**config.mk**
```make
export PLATFORM = sky130hd
export DESIGN_NAME = instr_fetch_unit
export DESIGN_NICKNAME = d
export VERILOG_FILES = /design/src/rtl/instr_fetch_unit.sv
export SDC_FILE = /design/constraint.sdc
export NUM_CORES = 1
export LEC_CHECK = 0
export ABC_AREA = 1
export BUFFER_PORTS_ARGS = -buffer_cell sky130_fd_sc_hd__buf_2
export CORE_MARGIN = 1
export CORE_UTILIZATION = 34
export DETAILED_ROUTE_END_ITERATION = 8
export MAX_ROUTING_LAYER = met4
export PLACE_DENSITY = 0.52
export SYNTH_ARGS = -nofsm -noshare
export SYNTH_HDL_FRONTEND = slang
export SYNTH_SLANG_ARGS = --single-unit
```
**constraint.sdc**
```tcl
create_clock -name clk -period 9.9 [get_ports clk]
set_clock_uncertainty 0.1 [all_clocks]
set_input_delay 0 -clock clk [delete_from_list [all_inputs] [get_ports clk]]
set_output_delay 0 -clock clk [all_outputs]
set_load 0.05 [all_outputs]
```
**src/rtl/instr_fetch_unit.sv**
```systemverilog
// instr_fetch_unit: instruction fetch stage feeding the decoder.
// Owns the PC, issues word fetches over a valid/ready request channel, and
// buffers in-order responses in a small FIFO presented to decode as
// {if_instr, if_pc}. A redirect flushes the buffer, marks every in-flight
// response for discard and restarts fetch at the aligned target.
// Optional feature macro: FETCH_MISALIGN_CHK_EN adds the if_misalign output,
// flagging the first instruction delivered after a redirect whose target had
// non-zero low bits. Without it the low target bits are silently dropped.
module instr_fetch_unit #(
    parameter logic [31:0] RESET_PC        = 32'h0000_0000,
    parameter int          FIFO_DEPTH      = 2,
    parameter int          MAX_OUTSTANDING = 2
) (
    input  logic        clk,
    input  logic        rst,
    input  logic        redirect_valid,
    input  logic [31:0] redirect_pc,
    output logic        imem_req_valid,
    input  logic        imem_req_ready,
    output logic [31:0] imem_req_addr,
    input  logic        imem_rsp_valid,
    input  logic [31:0] imem_rsp_data,
    output logic        if_valid,
    input  logic        if_ready,
    output logic [31:0] if_instr,
    output logic [31:0] if_pc
`ifdef FETCH_MISALIGN_CHK_EN
    ,
    output logic        if_misalign
`endif
);

    localparam int PTR_W = (FIFO_DEPTH > 1) ? $clog2(FIFO_DEPTH) : 1;
    localparam int CNT_W = $clog2(FIFO_DEPTH + 1);
    localparam int OUT_W = $clog2(MAX_OUTSTANDING + 1);

    localparam logic [31:0] FIFO_DEPTH_L = 32'(FIFO_DEPTH);
    localparam logic [31:0] MAX_OUT_L    = 32'(MAX_OUTSTANDING);
    localparam logic [PTR_W-1:0] PTR_LAST = PTR_W'(FIFO_DEPTH - 1);
    localparam logic [CNT_W-1:0] CNT_FULL = CNT_W'(FIFO_DEPTH);

    logic [31:0]      pc_q;
    logic [31:0]      rsp_pc;
    logic [31:0]      fifo_instr [FIFO_DEPTH];
    logic [31:0]      fifo_pc    [FIFO_DEPTH];
    logic [PTR_W-1:0] wr_ptr;
    logic [PTR_W-1:0] rd_ptr;
    logic [CNT_W-1:0] fifo_count;
    logic [OUT_W-1:0] inflight;
    logic [OUT_W-1:0] drop_cnt;

    logic [31:0] target_pc;
    logic [31:0] credit_used;
    logic        fifo_empty;
    logic        fifo_full;
    logic        accept;
    logic        push;
    logic        pop;

    function automatic logic [PTR_W-1:0] ptr_next(input logic [PTR_W-1:0] p);
        if (p == PTR_LAST) begin
            return '0;
        end
        return p + PTR_W'(1);
    endfunction

    assign target_pc  = {redirect_pc[31:2], 2'b00};
    assign fifo_empty = (fifo_count == '0);
    assign fifo_full  = (fifo_count == CNT_FULL);

    // Entries already buffered plus responses still owed that will be kept;
    // drop_cnt never exceeds inflight, so this cannot underflow.
    assign credit_used = 32'(fifo_count) + 32'(inflight) - 32'(drop_cnt);

    assign imem_req_valid = !rst && !redirect_valid
                            && (32'(inflight) < MAX_OUT_L)
                            && (credit_used < FIFO_DEPTH_L);
    assign imem_req_addr  = pc_q;
    assign accept         = imem_req_valid && imem_req_ready;

    // A response is kept only outside reset/redirect and once all stale ones are gone.
    assign push = !rst && imem_rsp_valid && !redirect_valid && (drop_cnt == '0);

    assign if_valid = !rst && !fifo_empty && !redirect_valid;
    assign if_instr = fifo_instr[rd_ptr];
    assign if_pc    = fifo_pc[rd_ptr];
    assign pop      = if_valid && if_ready;

    // Fetch PC: restarts on redirect, advances on every accepted request (wraps mod 2^32).
    always_ff @(posedge clk) begin
        if (rst) begin
            pc_q <= RESET_PC;
        end else if (redirect_valid) begin
            pc_q <= target_pc;
        end else if (accept) begin
            pc_q <= pc_q + 32'd4;
        end
    end

    // PC tagged onto the next kept response; follows the same restart point as pc_q.
    always_ff @(posedge clk) begin
        if (rst) begin
            rsp_pc <= RESET_PC;
        end else if (redirect_valid) begin
            rsp_pc <= target_pc;
        end else if (push) begin
            rsp_pc <= rsp_pc + 32'd4;
        end
    end

    // Outstanding-request count: +1 on accept, -1 on any response (kept or dropped).
    always_ff @(posedge clk) begin
        if (rst) begin
            inflight <= '0;
        end else begin
            case ({accept, imem_rsp_valid})
                2'b10:   inflight <= inflight + OUT_W'(1);
                2'b01:   inflight <= inflight - OUT_W'(1);
                default: inflight <= inflight;
            endcase
        end
    end

    // Stale-response counter: a redirect marks everything still owed after this cycle.
    always_ff @(posedge clk) begin
        if (rst) begin
            drop_cnt <= '0;
        end else if (redirect_valid) begin
            if (imem_rsp_valid && (inflight != '0)) begin
                drop_cnt <= inflight - OUT_W'(1);
            end else begin
                drop_cnt <= inflight;
            end
        end else if (imem_rsp_valid && (drop_cnt != '0)) begin
            drop_cnt <= drop_cnt - OUT_W'(1);
        end
    end

    // Buffer control: pointers and occupancy; redirect empties it in one cycle.
    always_ff @(posedge clk) begin
        if (rst || redirect_valid) begin
            wr_ptr     <= '0;
            rd_ptr     <= '0;
            fifo_count <= '0;
        end else begin
            if (push) begin
                wr_ptr <= ptr_next(wr_ptr);
            end
            if (pop) begin
                rd_ptr <= ptr_next(rd_ptr);
            end
            case ({push, pop})
                2'b10:   fifo_count <= fifo_count + CNT_W'(1);
                2'b01:   fifo_count <= fifo_count - CNT_W'(1);
                default: fifo_count <= fifo_count;
            endcase
        end
    end

    // Buffer storage: data only, no reset needed since validity lives in fifo_count.
    always_ff @(posedge clk) begin
        if (push) begin
            fifo_instr[wr_ptr] <= imem_rsp_data;
            fifo_pc[wr_ptr]    <= rsp_pc;
        end
    end

`ifdef FETCH_MISALIGN_CHK_EN
    logic misalign_q;

    // Misalign flag: set by an unaligned redirect, cleared once that first instruction is taken.
    always_ff @(posedge clk) begin
        if (rst) begin
            misalign_q <= 1'b0;
        end else if (redirect_valid) begin
            misalign_q <= (redirect_pc[1:0] != 2'b00);
        end else if (pop) begin
            misalign_q <= 1'b0;
        end
    end

    assign if_misalign = misalign_q && if_valid;
`else
    logic unused_redirect_lsb;
    assign unused_redirect_lsb = ^redirect_pc[1:0];
`endif

`ifndef SYNTHESIS
    // The credit check on requests must make a push into a full buffer impossible.
    always_ff @(posedge clk) begin
        if (!rst) begin
            assert (!(push && fifo_full))
                else $error("instr_fetch_unit: response pushed into full buffer");
        end
    end
`endif

endmodule

```
==> impl_metrics.csv, run 1 <==
group,metric,value,unit
outcome,status,"complete, but fails checks",
outcome,violations,"design-rule violations",
clocking,postCtsResizedCells,0,
global_route,grt.total_usage,0.184,
yosys,ys_ff_latch,193,
yosys,synth_area,9170,sq um
final_layout,area_delta_synth_final,25.7,%
global_route,grt_max_degree,63,
final_layout,fill_cells,2602,
clocking,cts_tree,"yes",
clocking,clk_pin_slew,0.08,ns
placed_design,port_buffers,161,
timing,finalCriticalPeriod,3.11,ns
timing,fmax,0.322,GHz
flow_run,cap_viol_max_count,0,
drt,ant_nets,0,
clocking,cts.sinks,193,
drt,wl_per_cell,15.4,um
yosys,synth_compound_area_frac,0.0606,
final_layout,antenna_cells,0,
die,rows,59,
yosys,synth-simple-area-share,0.223,
yosys,syn_avg_cell_area,9.12,sq um
placed_design,gp_congestion,0.891,
setup_path,r2r_start,"inflight[1]",
placed_design,dp.final_hpwl,16500,um
min_path,hold_end,"imem_req_addr[9]",
setup_path,reg2reg_slack,6.79,ns
clocking,cts_made_buffers,17,
final_layout,nets,1305,
clocking,root_buffer,"clkbuf_16",
min_path,hold_path_depth,4,
yosys,ys_warn_count,0,
power_and_ir_drop,pwr_density_cell,158,nW/um^2
die,coreArea,26300,sq um
setup_path,cp_data_arrival_time,3.34,ns
setup_path,worstPathRequired,10.13,ns
drt,vias,7527,
clocking,post_cts_buffers,0,
placed_design,dp.cells,1477,
timing,tns,0,ns
timing,rsz0062_at_grt,"no",
drt,routed_wl,24200,um
power_and_ir_drop,peakVddDrop,78.4,uV
clocking,cts_max_level,4,
timing,whs,0.0512,ns
setup_path,path_class,"reg2reg",
yosys,synth_fa_ha_area_frac,0.0153,
die,dieArea,27600,sq um
clocking,cts.path.max_buffers,2,
die,io_pins,168,
setup_path,end_kind,"flop",
power_and_ir_drop,power_leakage,0.00452,uW
global_route,grt_pass1_vias,7258,
global_route,antenna_found_initial,0,
yosys,synth_xor_area_frac,0.0124,
drt,drtPass1Iterations,9,
drt,viasPerCell,4.79,
drt,drt-initial-drc-count,525,
setup_path,crit_fanout,37,
die,initial_core_util,0.349,
final_layout,drive_gt1_frac,0.217,
drt,drc,19,
die,die_w,166,um
min_path,hold_path_startpoint,"redirect_valid",
global_route,grt_pass1_wl,38500,um
global_route,grt-ovfl-total,0,
final_layout,fin_cells,1573,
clocking,clock_latency,0.43,ns
setup_path,critical_path.startpoint_type,"flop",
timing,worst_slew_pin_slew,0.910,ns
min_path,min_path_type,"in2reg",
yosys,synthCells,1005,
die,die_h,166,um
yosys,yosysSeqAreaShare,0.557,
yosys,synth_cell_types,38,
yosys,muxShareOfSynthArea,0.0761,
timing,hold_violations,0,
timing,post-route-period-util,0.314,
timing,slew_headroom,0.393,
yosys,synth_top_family_by_area,"simple AND/OR/NAND/NOR gates",
timing,drv_slew,0,
clocking,hold_buffers,64,
setup_path,r2r_cells,9,
setup_path,r2r-end,"inflight[0]",
timing,setup_viol,0,
-- where the power goes --
| part | leakage, uW | internal (uW) | switching (uW) |
|---|---|---|---|
| sequential | 0.00171 | 884 | 29.2 |
| combinational | 0.00253 | 75.6 | 148 |
| clock | 0.000286 | 340 | 342 |
-- sequential cells by signal (all words and copies together), names as in the netlist, named ones only --
register / count
drop_cnt: 2
fifo_count: 2
fifo_instr: 64
fifo_pc: 60
imem_req_addr: 30
inflight: 2
rd_ptr: 1
rsp_pc: 30
wr_ptr: 1
-- cell usage in the layout (no fill, tap or decap), types with 17 or more instances in the layout --
master | Yosys | routed
nand2_1 | 268 | 268
dfxtp_1 | 69 | 68
clkbuf_16 | 0 | 17
buf_2 | 9 | 161
dlygate4sd3_1 | 0 | 64
nor2_1 | 130 | 128
a21oi_1 | 37 | 37
inv_1 | 93 | 93
edfxtp_1 | 124 | 124
mux2_2 | 62 | 62
nand3_1 | 79 | 79
o21ai_0 | 37 | 37
-- metrics by stage --
| stage | utilization | area, sq um | setup slack (ns) | power (uW) |
|---|---|---|---|---|
| 2_1_floorplan | - | 9180 | 5.87 | 1070 |
| 3_3_place_gp | 0.392 | 10300 | 6.37 | 1130 |
| 3_5_place_dp | 0.392 | 10300 | 6.36 | 1130 |
| 4_1_cts | 0.439 | 11500 | 6.74 | 1830 |
| 5_1_grt | 0.439 | 11500 | 6.57 | 1890 |
| 6_report | 0.439 | 11500 | 6.79 | 1820 |
-- cell usage after synthesis (all sizes together) --
| cell type | instances | area share |
|---|---|---|
| edfxtp | 124 | 0.41 |
| and3 | 1 | 0.00068 |
| o21ai | 38 | 0.021 |
| xnor2 | 4 | 0.0038 |
| o311ai | 1 | 0.00096 |
| a21oi | 38 | 0.021 |
| nor3 | 2 | 0.0011 |
| buf | 19 | 0.011 |
| clkbuf | 13 | 0.0053 |
| inv | 94 | 0.038 |
| o211ai | 3 | 0.0025 |
| a31oi | 6 | 0.0041 |
| ha | 8 | 0.011 |
| nand3b | 5 | 0.0041 |
| xor2 | 9 | 0.0086 |
| a22o | 2 | 0.0019 |
| dfxtp | 69 | 0.15 |
| nand3 | 80 | 0.045 |
| clkinv | 1 | 0.00041 |
| conb | 1 | 0.00041 |
| o22ai | 4 | 0.0027 |
| fa | 2 | 0.0044 |
| nand2 | 269 | 0.11 |
| o21bai | 8 | 0.0065 |
| mux2 | 62 | 0.076 |
| or2 | 1 | 0.00068 |
| nand4 | 8 | 0.0055 |
| nor2 | 132 | 0.055 |
| and2 | 1 | 0.00068 |
-- worst max-delay path by stage --
stage | start | end | slack, ns | depth (start not counted)
finish | inflight[1] | inflight[0] | 6.79 | 9
global route | inflight[1] | inflight[0] | 6.57 | 9
CTS | inflight[1] | inflight[1] | 6.74 | 10
detailed placement | rst | rsp_pc[23] | 6.36 | 9
global placement | rst | rsp_pc[23] | 6.37 | 9
floorplan | drop_cnt[1] | fifo_instr[1][0] | 5.87 | 5
-- critical path, stage by stage, from the launching register on --
cell and delay (ns):
dfxtp_1 0.41, fa_1 0.48, fa_1 0.50, nor2_1 0.10, nand2_1 0.07, a21oi_2 0.20
nand3_4 0.40, ha_1 0.50, o21ai_0 0.18, a21oi_1 0.06
-- cell type report --
class,instances,area (sq um),share of cell area
inverters,95,357,0.0309
repair buffers,230,1480,0.129
clock inverters,15,154,0.0133
clock buffers,17,425,0.0369
well taps,335,419,0.0364
multi-input cells,688,3580,0.311
flip-flops and latches,193,5110,0.443
-- kinds of logic after synthesis --
| kind of cell | after synthesis |
|---|---|
| and+or+nand+nor | 499 |
| DFF | 193 |
| buffers and inverters | 127 |
| AOI/OAI and AO/OA | 100 |
| muxes | 62 |
| xor gates and xnor gates | 13 |
| adders and majority gates | 10 |
| other | 1 |
-- metal layers --
layer / vias to the layer above / global-route usage / part of all wire
met5: - / - / 0
met4: 0 / 0.0644 / 0.022
met3: 33 / 0.0238 / 0.053
met2: 218 / 0.284 / 0.44
met1: 3488 / 0.248 / 0.48
li1: 3788 / - / -
Power figures use the tool's default switching activity.
==> run 2, diff against run 1 <==
==> constraint.sdc (replaced) <==
create_clock -name clk -period 3.09 [get_ports clk]
set_clock_uncertainty 0.1 [all_clocks]
set_input_delay 0 -clock clk [delete_from_list [all_inputs] [get_ports clk]]
set_output_delay 0 -clock clk [all_outputs]
set_load 0.05 [all_outputs]
==> run 2 against run 1 <==
The run still ends with design-rule violations left. Via count shrank 0.41%. Die area unchanged. Combinational power grew to 3.3 times the previous value. Clock-buffer cell count unchanged. Worst setup slack got worse by 6.4 ns. Non-clock buffer count rose by 15. Highest routed layer unchanged.
==> impl_metrics.csv, run 2 (synthesis results as in run 1) <==
group,metric,value,unit
outcome,status,"complete, but fails checks",
outcome,violations,"design-rule violations",
final_layout,drive_gt1_frac,0.222,
setup_path,worstPathCellList,"fa_1 -> fa_1 -> nor2_1 -> nand2_1 -> a21oi_2 -> nand3_4 -> buf_4 -> nand3_1 -> nand2_1 -> nor2_1 -> nor2_1",
final_layout,largest_reg_flops,64,
die,coreArea,26300,sq um
drt,drt-initial-drc-count,570,
clocking,cts.sinks,193,
clocking,clk_pin_slew,0.08,ns
power_and_ir_drop,p_total,5850,uW
drt,drtPass1Iterations,7,
power_and_ir_drop,power_leakage,0.00460,uW
final_layout,layout_common_cells,"nand2_1, buf_2, nor2_1",
die,rows,59,
drt,ant_nets,0,
final_layout,fill_cells,2568,
clocking,clock_latency,0.43,ns
setup_path,end_kind,"flop",
final_layout,top_register,"fifo_instr",
drt,drc,18,
final_layout,top_regs,"fifo_instr x64, fifo_pc x60",
setup_path,worst-path-buf-inv,1,
global_route,grt_pass1_wl,38100,um
timing,fmax,0.369,GHz
drt,vias,7496,
clocking,postCtsResizedCells,0,
clocking,cts.path.max_buffers,2,
timing,setup_viol,0,
setup_path,slowest_delay,0.50,ns
placed_design,dp.final_hpwl,16900,um
drt,wl_per_cell,15.3,um
global_route,grt-ovfl-total,0,
timing,rsz0062_at_grt,"no",
die,initial_core_util,0.349,
global_route,grt_max_degree,63,
global_route,grt.total_usage,0.183,
die,dieArea,27600,sq um
clocking,cts_made_buffers,17,
setup_path,crit_family,"adder cells",
die,die_w,166,um
global_route,antenna_found_initial,0,
setup_path,critical_path.startpoint_type,"flop",
setup_path,cp_slowest_cell,"fa_1",
setup_path,path_class,"reg2reg",
drt,viasPerCell,4.72,
power_and_ir_drop,pwr_density_cell,501,nW/um^2
clocking,cts_tree,"yes",
timing,post-route-period-util,0.876,
timing,finalCriticalPeriod,2.71,ns
setup_path,crit_fanout,33,
placed_design,port_buffers,161,
final_layout,register_area,5110,sq um
setup_path,cp_data_arrival_time,2.91,ns
placed_design,gp_congestion,0.856,
clocking,cts_max_level,4,
setup_path,path_common_cell,"nor2_1",
min_path,min_path_type,"in2reg",
final_layout,nets,1320,
setup_path,worstPathRequired,3.29,ns
clocking,root_buffer,"clkbuf_16",
die,die_h,166,um
timing,slew_headroom,0.567,
final_layout,area_delta_synth_final,27.3,%
flow_run,cap_viol_max_count,0,
timing,drv_slew,0,
die,io_pins,168,
clocking,post_cts_buffers,0,
timing,hold_violations,0,
final_layout,antenna_cells,0,
timing,worst_slew_pin_slew,0.649,ns
power_and_ir_drop,peakVddDrop,353,uV
final_layout,layout_commonest_cell,"nand2_1",
drt,routed_wl,24300,um
final_layout,multiInputGateArea,3580,sq um
global_route,grt_pass1_vias,7141,
timing,tns,0,ns
run 2: cell count changes in the layout (fill, tap and decap cells not counted), sizes merged:
cell	change
dlygate4sd3	+6
clkinv	-2
bufinv	+1
buf	+9
inv	-2
clkinvlp	+2
run 2: per-layer routing:
layer,wire (um),vias to the layer above,GRT usage,part of all wire
met5,0,-,-,0
met4,532,0,0.0612,0.022
met3,1230,32,0.0305,0.051
met2,10700,243,0.282,0.44
met1,11800,3395,0.246,0.49
li1,-,3826,-,-
run 2: report_power, final:
part           leakage, uW  switching [uW]  internal (uW)
Sequential         0.00171            93.5           2830
Combinational      0.00261             476            254
Clock             0.000283            1040           1150
Total              0.00460            1610           4240
run 2: path summary, 6_finish.rpt:
path	start	endpoint	slack (ns)	depth (start not counted)
max	inflight[1]	imem_req_addr[25]	0.38	11
min	imem_rsp_data[14]	fifo_instr[1][14]	0.19	2
max reg2reg	inflight[1]	imem_req_addr[25]	0.38	11
min reg2reg	rd_ptr	flop	0.41	2
run 2: cell type report:
| cell class | count | share of cell area |
|---|---|---|
| sequential | 193 | 0.437 |
| multi-input combinational | 688 | 0.307 |
| timing repair buffer | 245 | 0.139 |
| clock buffer | 17 | 0.0364 |
| tap | 335 | 0.0359 |
| inverter | 95 | 0.0305 |
| clock inverter | 14 | 0.0138 |
run 2: per-stage QoR:
stage / hold WS [ns] / instance area (sq um) / setup WS, ns / std cells / util
floorplan: -0.00113 / 9190 / 0.113 / 1008 / -
global placement: 0.0877 / 10400 / 0.423 / 1486 / 0.395
detailed placement: 0.0918 / 10400 / 0.416 / 1486 / 0.395
CTS: 0.171 / 11700 / 0.379 / 1587 / 0.444
global route: 0.173 / 11700 / 0.203 / 1587 / 0.444
finish: 0.193 / 11700 / 0.383 / 1587 / 0.444
run 2: repair_timing:
item                       4_1_cts  5_1_grt
hold endpoints to repair       131        0
hold buffers                    70        0
setup endpoints to repair        0        0
